**config.mk**
```make
export PLATFORM = sky130hd
export DESIGN_NAME = mc_main_ctrl
export DESIGN_NICKNAME = d
export VERILOG_FILES = /design/src/rtl/mc_main_ctrl_pkg.sv /design/src/rtl/mc_main_ctrl_alu_decode.sv /design/src/rtl/mc_main_ctrl.sv
export SDC_FILE = /design/constraint.sdc
export NUM_CORES = 1
export LEC_CHECK = 0
export CAP_MARGIN = 20
export CELL_PAD_IN_SITES_DETAIL_PLACEMENT = 0
export CELL_PAD_IN_SITES_GLOBAL_PLACEMENT = 1
export CORE_MARGIN = 5
export CORE_UTILIZATION = 47
export CTS_CLUSTER_SIZE = 30
export DETAILED_ROUTE_END_ITERATION = 6
export DONT_BUFFER_PORTS = 1
export PLACE_DENSITY_LB_ADDON = 0.1
export SYNTH_ARGS = -nofsm -noshare
export SYNTH_HDL_FRONTEND = slang
export SYNTH_HIERARCHICAL = 1
export SYNTH_SLANG_ARGS = --single-unit
```
**constraint.sdc**
```tcl
create_clock -name clk -period 3.62 [get_ports clk]
set_clock_uncertainty 0.1 [all_clocks]
set_input_delay 0.181 -clock clk [delete_from_list [all_inputs] [get_ports clk]]
set_output_delay 0.181 -clock clk [all_outputs]
set_load 0.03 [all_outputs]
```
**src/rtl/mc_main_ctrl_pkg.sv**
```systemverilog
// Shared definitions for the multicycle MIPS main controller: FSM states, opcode/funct
// constants, ALU-op encodings and datapath select codes.
package mc_main_ctrl_pkg;

    typedef enum logic [3:0] {
        StIdle,
        StFetch,
        StDecode,
        StExecR,
        StWbR,
        StExecI,
        StWbI,
        StMemAddr,
        StMemRd,
        StWbMem,
        StMemWr,
        StBranch,
        StJump,
        StTrap
    } state_e;

    // Which ALU function family the current state asks the decoder for.
    typedef enum logic [1:0] {
        AluClsAdd,
        AluClsSub,
        AluClsR,
        AluClsI
    } alu_cls_e;

    localparam logic [3:0] ALUOP_ADD  = 4'd0;
    localparam logic [3:0] ALUOP_ADDU = 4'd1;
    localparam logic [3:0] ALUOP_SUB  = 4'd2;
    localparam logic [3:0] ALUOP_SUBU = 4'd3;
    localparam logic [3:0] ALUOP_AND  = 4'd4;
    localparam logic [3:0] ALUOP_OR   = 4'd5;
    localparam logic [3:0] ALUOP_XOR  = 4'd6;
    localparam logic [3:0] ALUOP_NOR  = 4'd7;
    localparam logic [3:0] ALUOP_SLT  = 4'd8;
    localparam logic [3:0] ALUOP_SLTU = 4'd9;
    localparam logic [3:0] ALUOP_SLLV = 4'd10;
    localparam logic [3:0] ALUOP_SRLV = 4'd11;
    localparam logic [3:0] ALUOP_SRAV = 4'd12;

    localparam logic [5:0] OP_RTYPE = 6'h00;
    localparam logic [5:0] OP_J     = 6'h02;
    localparam logic [5:0] OP_BEQ   = 6'h04;
    localparam logic [5:0] OP_BNE   = 6'h05;
    localparam logic [5:0] OP_ADDI  = 6'h08;
    localparam logic [5:0] OP_ADDIU = 6'h09;
    localparam logic [5:0] OP_SLTI  = 6'h0A;
    localparam logic [5:0] OP_SLTIU = 6'h0B;
    localparam logic [5:0] OP_ANDI  = 6'h0C;
    localparam logic [5:0] OP_ORI   = 6'h0D;
    localparam logic [5:0] OP_XORI  = 6'h0E;
    localparam logic [5:0] OP_LW    = 6'h23;
    localparam logic [5:0] OP_SW    = 6'h2B;

    localparam logic [5:0] FN_SLLV = 6'h04;
    localparam logic [5:0] FN_SRLV = 6'h06;
    localparam logic [5:0] FN_SRAV = 6'h07;
    localparam logic [5:0] FN_ADD  = 6'h20;
    localparam logic [5:0] FN_ADDU = 6'h21;
    localparam logic [5:0] FN_SUB  = 6'h22;
    localparam logic [5:0] FN_SUBU = 6'h23;
    localparam logic [5:0] FN_AND  = 6'h24;
    localparam logic [5:0] FN_OR   = 6'h25;
    localparam logic [5:0] FN_XOR  = 6'h26;
    localparam logic [5:0] FN_NOR  = 6'h27;
    localparam logic [5:0] FN_SLT  = 6'h2A;
    localparam logic [5:0] FN_SLTU = 6'h2B;

    localparam logic [1:0] SRCB_REG  = 2'd0;
    localparam logic [1:0] SRCB_FOUR = 2'd1;
    localparam logic [1:0] SRCB_IMM  = 2'd2;
    localparam logic [1:0] SRCB_BR   = 2'd3;

    localparam logic [1:0] PCSRC_ALU    = 2'd0;
    localparam logic [1:0] PCSRC_ALUOUT = 2'd1;
    localparam logic [1:0] PCSRC_JUMP   = 2'd2;

    function automatic logic funct_legal(input logic [5:0] fn);
        logic ok;
        unique case (fn)
            FN_SLLV, FN_SRLV, FN_SRAV, FN_ADD, FN_ADDU, FN_SUB, FN_SUBU,
            FN_AND, FN_OR, FN_XOR, FN_NOR, FN_SLT, FN_SLTU: ok = 1'b1;
            default:                                        ok = 1'b0;
        endcase
        return ok;
    endfunction

endpackage

```
**src/rtl/mc_main_ctrl_alu_decode.sv**
```systemverilog
// Combinational ALU-op decoder: maps the ALU class requested by the FSM plus the latched
// opcode/funct onto an ALU operation and the immediate-extension mode.
module mc_alu_decode
    import mc_main_ctrl_pkg::*;
(
    input  logic [5:0] opcode_i,
    input  logic [5:0] funct_i,
    input  alu_cls_e   alu_cls_i,
    output logic [3:0] alu_op_o,
    output logic       ext_zero_o
);

    always_comb begin
        alu_op_o   = ALUOP_ADD;
        ext_zero_o = 1'b0;
        unique case (alu_cls_i)
            AluClsAdd: alu_op_o = ALUOP_ADD;
            AluClsSub: alu_op_o = ALUOP_SUB;
            AluClsR: begin
                case (funct_i)
                    FN_ADD:  alu_op_o = ALUOP_ADD;
                    FN_ADDU: alu_op_o = ALUOP_ADDU;
                    FN_SUB:  alu_op_o = ALUOP_SUB;
                    FN_SUBU: alu_op_o = ALUOP_SUBU;
                    FN_AND:  alu_op_o = ALUOP_AND;
                    FN_OR:   alu_op_o = ALUOP_OR;
                    FN_XOR:  alu_op_o = ALUOP_XOR;
                    FN_NOR:  alu_op_o = ALUOP_NOR;
                    FN_SLT:  alu_op_o = ALUOP_SLT;
                    FN_SLTU: alu_op_o = ALUOP_SLTU;
                    FN_SLLV: alu_op_o = ALUOP_SLLV;
                    FN_SRLV: alu_op_o = ALUOP_SRLV;
                    FN_SRAV: alu_op_o = ALUOP_SRAV;
                    default: alu_op_o = ALUOP_ADD;
                endcase
            end
            AluClsI: begin
                // Logical immediates zero-extend; arithmetic and compares sign-extend.
                case (opcode_i)
                    OP_ADDI:  alu_op_o = ALUOP_ADD;
                    OP_ADDIU: alu_op_o = ALUOP_ADDU;
                    OP_SLTI:  alu_op_o = ALUOP_SLT;
                    OP_SLTIU: alu_op_o = ALUOP_SLTU;
                    OP_ANDI: begin
                        alu_op_o   = ALUOP_AND;
                        ext_zero_o = 1'b1;
                    end
                    OP_ORI: begin
                        alu_op_o   = ALUOP_OR;
                        ext_zero_o = 1'b1;
                    end
                    OP_XORI: begin
                        alu_op_o   = ALUOP_XOR;
                        ext_zero_o = 1'b1;
                    end
                    default: alu_op_o = ALUOP_ADD;
                endcase
            end
        endcase
    end

endmodule

```
**src/rtl/mc_main_ctrl.sv**
```systemverilog
// Main control FSM of the multicycle MIPS core: sequences fetch/decode/execute/memory/
// writeback and drives every datapath select and write strobe.
module mc_main_ctrl
    import mc_main_ctrl_pkg::*;
#(
    parameter int unsigned ALUOP_W = 4
) (
    input  logic               clk,
    input  logic               rst_n,
    input  logic [5:0]         opcode,
    input  logic [5:0]         funct,
    input  logic               zero,
    input  logic               mem_ready,
    output logic               mem_read,
    output logic               mem_write,
    output logic               i_or_d,
    output logic               ir_write,
    output logic               pc_write,
    output logic [1:0]         pc_source,
    output logic               reg_write,
    output logic               reg_dst,
    output logic               mem_to_reg,
    output logic               alu_src_a,
    output logic [1:0]         alu_src_b,
    output logic               ext_zero,
    output logic [ALUOP_W-1:0] alu_op,
    output logic               instr_done,
    output logic               illegal
);

    state_e     state_q, state_d;
    logic [5:0] op_q, op_d;
    logic [5:0] funct_q, funct_d;
    logic       illegal_q, illegal_d;
    alu_cls_e   alu_cls;
    logic [3:0] alu_op_dec;
    logic       ext_zero_dec;

    always_ff @(posedge clk) begin
        if (!rst_n) begin
            state_q   <= StIdle;
            op_q      <= '0;
            funct_q   <= '0;
            illegal_q <= 1'b0;
        end else begin
            state_q   <= state_d;
            op_q      <= op_d;
            funct_q   <= funct_d;
            illegal_q <= illegal_d;
        end
    end

    always_comb begin
        state_d   = state_q;
        op_d      = op_q;
        funct_d   = funct_q;
        illegal_d = illegal_q;
        unique case (state_q)
            StIdle:  state_d = StFetch;
            StFetch: if (mem_ready) state_d = StDecode;
            StDecode: begin
                op_d    = opcode;
                funct_d = funct;
                case (opcode)
                    OP_RTYPE:       state_d = funct_legal(funct) ? StExecR : StTrap;
                    OP_LW, OP_SW:   state_d = StMemAddr;
                    OP_BEQ, OP_BNE: state_d = StBranch;
                    OP_J:           state_d = StJump;
                    OP_ADDI, OP_ADDIU, OP_ANDI, OP_ORI, OP_XORI, OP_SLTI, OP_SLTIU:
                        state_d = StExecI;
                    default:        state_d = StTrap;
                endcase
            end
            StExecR:   state_d = StWbR;
            StWbR:     state_d = StFetch;
            StExecI:   state_d = StWbI;
            StWbI:     state_d = StFetch;
            StMemAddr: state_d = (op_q == OP_LW) ? StMemRd : StMemWr;
            StMemRd:   if (mem_ready) state_d = StWbMem;
            StWbMem:   state_d = StFetch;
            StMemWr:   if (mem_ready) state_d = StFetch;
            StBranch:  state_d = StFetch;
            StJump:    state_d = StFetch;
            StTrap:    state_d = StTrap;
            default:   state_d = StIdle;
        endcase
        // Raised on entry so illegal is already high in the first TRAP cycle.
        if (state_d == StTrap) illegal_d = 1'b1;
    end

    always_comb begin
        mem_read   = 1'b0;
        mem_write  = 1'b0;
        i_or_d     = 1'b0;
        ir_write   = 1'b0;
        pc_write   = 1'b0;
        pc_source  = PCSRC_ALU;
        reg_write  = 1'b0;
        reg_dst    = 1'b0;
        mem_to_reg = 1'b0;
        alu_src_a  = 1'b0;
        alu_src_b  = SRCB_REG;
        instr_done = 1'b0;
        alu_cls    = AluClsAdd;
        unique case (state_q)
            StFetch: begin
                mem_read  = 1'b1;
                alu_src_b = SRCB_FOUR;
                ir_write  = mem_ready;
                pc_write  = mem_ready;
            end
            StDecode: alu_src_b = SRCB_BR;
            StExecR: begin
                alu_src_a = 1'b1;
                alu_cls   = AluClsR;
            end
            StWbR: begin
                reg_write  = 1'b1;
                reg_dst    = 1'b1;
                instr_done = 1'b1;
            end
            StExecI: begin
                alu_src_a = 1'b1;
                alu_src_b = SRCB_IMM;
                alu_cls   = AluClsI;
            end
            StWbI: begin
                reg_write  = 1'b1;
                instr_done = 1'b1;
            end
            StMemAddr: begin
                alu_src_a = 1'b1;
                alu_src_b = SRCB_IMM;
            end
            StMemRd: begin
                mem_read = 1'b1;
                i_or_d   = 1'b1;
            end
            StWbMem: begin
                reg_write  = 1'b1;
                mem_to_reg = 1'b1;
                instr_done = 1'b1;
            end
            StMemWr: begin
                mem_write  = 1'b1;
                i_or_d     = 1'b1;
                instr_done = mem_ready;
            end
            StBranch: begin
                alu_src_a  = 1'b1;
                alu_cls    = AluClsSub;
                pc_source  = PCSRC_ALUOUT;
                pc_write   = ((op_q == OP_BEQ) & zero) | ((op_q == OP_BNE) & ~zero);
                instr_done = 1'b1;
            end
            StJump: begin
                pc_source  = PCSRC_JUMP;
                pc_write   = 1'b1;
                instr_done = 1'b1;
            end
            default: ;
        endcase
    end

    mc_alu_decode u_alu_decode (
        .opcode_i   (op_q),
        .funct_i    (funct_q),
        .alu_cls_i  (alu_cls),
        .alu_op_o   (alu_op_dec),
        .ext_zero_o (ext_zero_dec)
    );

    // The decoder only asserts ext_zero for the I-type class, which only EXEC_I selects.
    assign ext_zero = ext_zero_dec;
    assign alu_op   = ALUOP_W'(alu_op_dec);
    assign illegal  = illegal_q;

endmodule

```
==> flow_summary.json <==
{
  "status": "finished, final reports clean",
  "hp-class": "in2reg",
  "pin_count": 36,
  "fp.dieH_um": 62.85,
  "power.leakage_nw": 0.5255,
  "crit_type": "reg2out",
  "slew_viol_final": 0,
  "synth_cell_types": 53,
  "gr-total-overflow": 0,
  "max-vdd-ir-drop_uv": 206.8,
  "grt_max_degree": 20,
  "crit_path_start_kind": "register",
  "power_density_mw_per_mm2": 279.4,
  "drcViolationCount": 0,
  "synth_cells": 180,
  "final.setup.tns_ns": 0,
  "ant_nets": 0,
  "cts_resized": 0,
  "finalCriticalPeriod_ns": 3.100,
  "placed_cells": 203,
  "slew_headroom_pct": 25.33,
  "vias": 1363,
  "synth_top_area_share_pct": 25.93,
  "core_area_mm2": 0.002710,
  "syn_avg_cell_area_um2": 7.292,
  "worst_pin_slew_ns": 1.117,
  "wire_per_inst_um": 15.71,
  "cts_setup_buffers": 0,
  "cts-buffers-inserted": 3,
  "yosys-top-cells-area": "dfxtp_1 (26%), nand2_1 (11%), a21boi_0 (6.9%)",
  "synth_fp_nets": 196,
  "cts_root_buf": "clkbuf_4",
  "antenna_found_initial": 0,
  "die_w_um": 62.85,
  "cp.required_ns": 3.34,
  "synth_top_area_cell": "dfxtp_1",
  "final_layout_size_suffix_gt1_share_pct": 7.143,
  "routed_wirelength_um": 3567,
  "yosysSeqAreaShare_pct": 25.93,
  "worstPathArrival_ns": 2.82,
  "drtIter0Drc": 117,
  "dieArea_mm2": 0.003949,
  "antenna-diode-count": 0,
  "cts_sinks": 17,
  "dpl.hpwl_um": 2520,
  "initial_utilization_pct": 48.43,
  "rows": 19,
  "max_freq_ghz": 0.3226,
  "ys_ff_latch": 17,
  "grt_pass1_wl_um": 6072,
  "rsz0062_at_grt": "false",
  "clk_pin_slew_ns": 0.10,
  "n_fill_cell": 286,
  "ys_warn_count": 6,
  "final_cell_count_no_fill": 227,
  "io_buffers": 0,
  "critPathMaxFanout": 15,
  "worstSetupEndpointType": "primary output",
  "cts_buffer_depth": 2,
  "drv_cap": 0,
  "setup_viol": 0,
  "cts_tree": "built",
  "clk_latency_ns": 0.30,
  "grt_usage_pct": 18.65,
  "nets": 213,
  "dr.pass1.iters": 5,
  "htree_levels": 1,
  "vias_per_cell": 6.004,
  "hold_viol": 0,
  "grt_pass1_vias": 1300,
  "area_growth_pct": 17.06,
  "routabilityCongestion": 0.8181,
  "synth_area_mm2": 0.001313,
  "final_core_util_pct": 56.69,
  "post-route-period-util_pct": 85.64
}
cell families (layout without fill, tap and decap cells):
group / after synthesis / in the layout / share of synthesized area, %
AOI/OAI and AO/OA: 44 / 44 / 25.07
buffers and inverters: 14 / 30 / 5.720
xor gates and xnor gates: 4 / 4 / 2.670
and+or+nand+nor: 100 / 100 / 39.85
DFF: 17 / 17 / 25.93
muxes: 1 / 1 / 0.7627
path summary, 6_finish.rpt:
check                        startpoint  cells past startpoint  slack, ns                 endpoint
hold / removal                opcode[2]                      3       0.02    state_q[1]$_SDFF_PN0_
hold reg to reg    op_q[4]$_SDFFE_PN0P_                      2       0.42     op_q[4]$_SDFFE_PN0P_
setup / recovery  state_q[2]$_SDFF_PN0_                      7       0.52                alu_op[2]
setup reg to reg  state_q[1]$_SDFF_PN0_                      5       1.21  funct_q[0]$_SDFFE_PN0P_
per-stage QoR:
step	setup WS, ns	hold slack (ns)	total power, mW	instance area [um^2]
4_1_cts	0.5588	0.01026	0.4314	1536
3_3_place_gp	0.9861	0.2172	0.3079	1306
5_1_grt	0.3112	0.05329	0.4519	1536
3_5_place_dp	0.8999	0.2094	0.3100	1306
2_1_floorplan	1.267	0.2158	0.2987	1313
6_report	0.5197	0.02030	0.4292	1536
sequential cells by signal, summed over array words and instances (netlist names):
name,count
funct_q,6
op_q,6
state_q,4
illegal,1
where the power goes:
group | internal, mW | switching, mW
logic | 0.0438 | 0.0682
clock network | 0.0422 | 0.0649
registers | 0.195 | 0.0156
synth_stat cells (all sizes together):
cell type	instances
nand4	1
a41oi	1
clkbuf	2
inv	3
or4b	1
dfxtp	17
a211oi	3
a21oi	6
nor4	1
nand3b	1
a311oi	1
or2	1
nand2b	7
nand2	40
and4	2
nor4bb	1
a221oi	1
nor2	17
a21boi	14
o21ai	6
or3	1
and4bb	2
buf	7
and2	2
nand4b	3
xor2	2
dlygate4sd1	1
o41ai	1
mux2i	1
a221o	1
o31ai	3
nor4b	2
o21a	1
o21bai	1
o32ai	1
o22ai	2
a31oi	1
o211ai	1
xnor2	2
nor3	7
nand3	7
nor3b	1
nor2b	3
clkinv	1
per-layer routing:
layer	GRT usage, %	part of all wire, %
met1	23.83	48
met2	29.53	44
met3	4.496	5.9
met4	8.223	2.0
met5	0	0
layout make-up:
type / instances / area [um^2] / area share, %
Sequential cell: 17 / 340.3 / 22.15
Clock buffer: 3 / 22.52 / 1.466
Inverter: 4 / 15.01 / 0.9772
Timing Repair Buffer: 22 / 215.2 / 14.01
Clock inverter: 1 / 7.507 / 0.4886
Tap cell: 31 / 38.79 / 2.524
Multi-Input combinational cell: 149 / 897.1 / 58.39
what timing repair did:
action | 4_1_cts | 5_1_grt
endpoints found under the hold margin | 17 | 0
setup endpoints to repair | 0 | 0
hold buffers | 20 | 0
critical path: stages (launching register included):
cell and delay [ns]:
dfxtp_1 0.68, inv_1 0.23, nand2_1 0.25, mux2i_1 0.10, and2_1 0.21, nor4b_2 0.43, nand2_1 0.10, o21bai_1 0.53
cells in the final DEF, fill, tap and decap left out, types with 3 or more instances in the layout:
master / instances
inv_1: 3
clkbuf_4: 3
a21oi_1: 6
a21boi_0: 12
nand4b_1: 3
dlygate4sd3_1: 20
nand2_1: 40
nor3_1: 6
nor2b_1: 3
nor2_1: 17
o21ai_0: 4
nand3_1: 7
nand2b_1: 7
dfxtp_1: 17
Power figures use the tool's default switching activity.
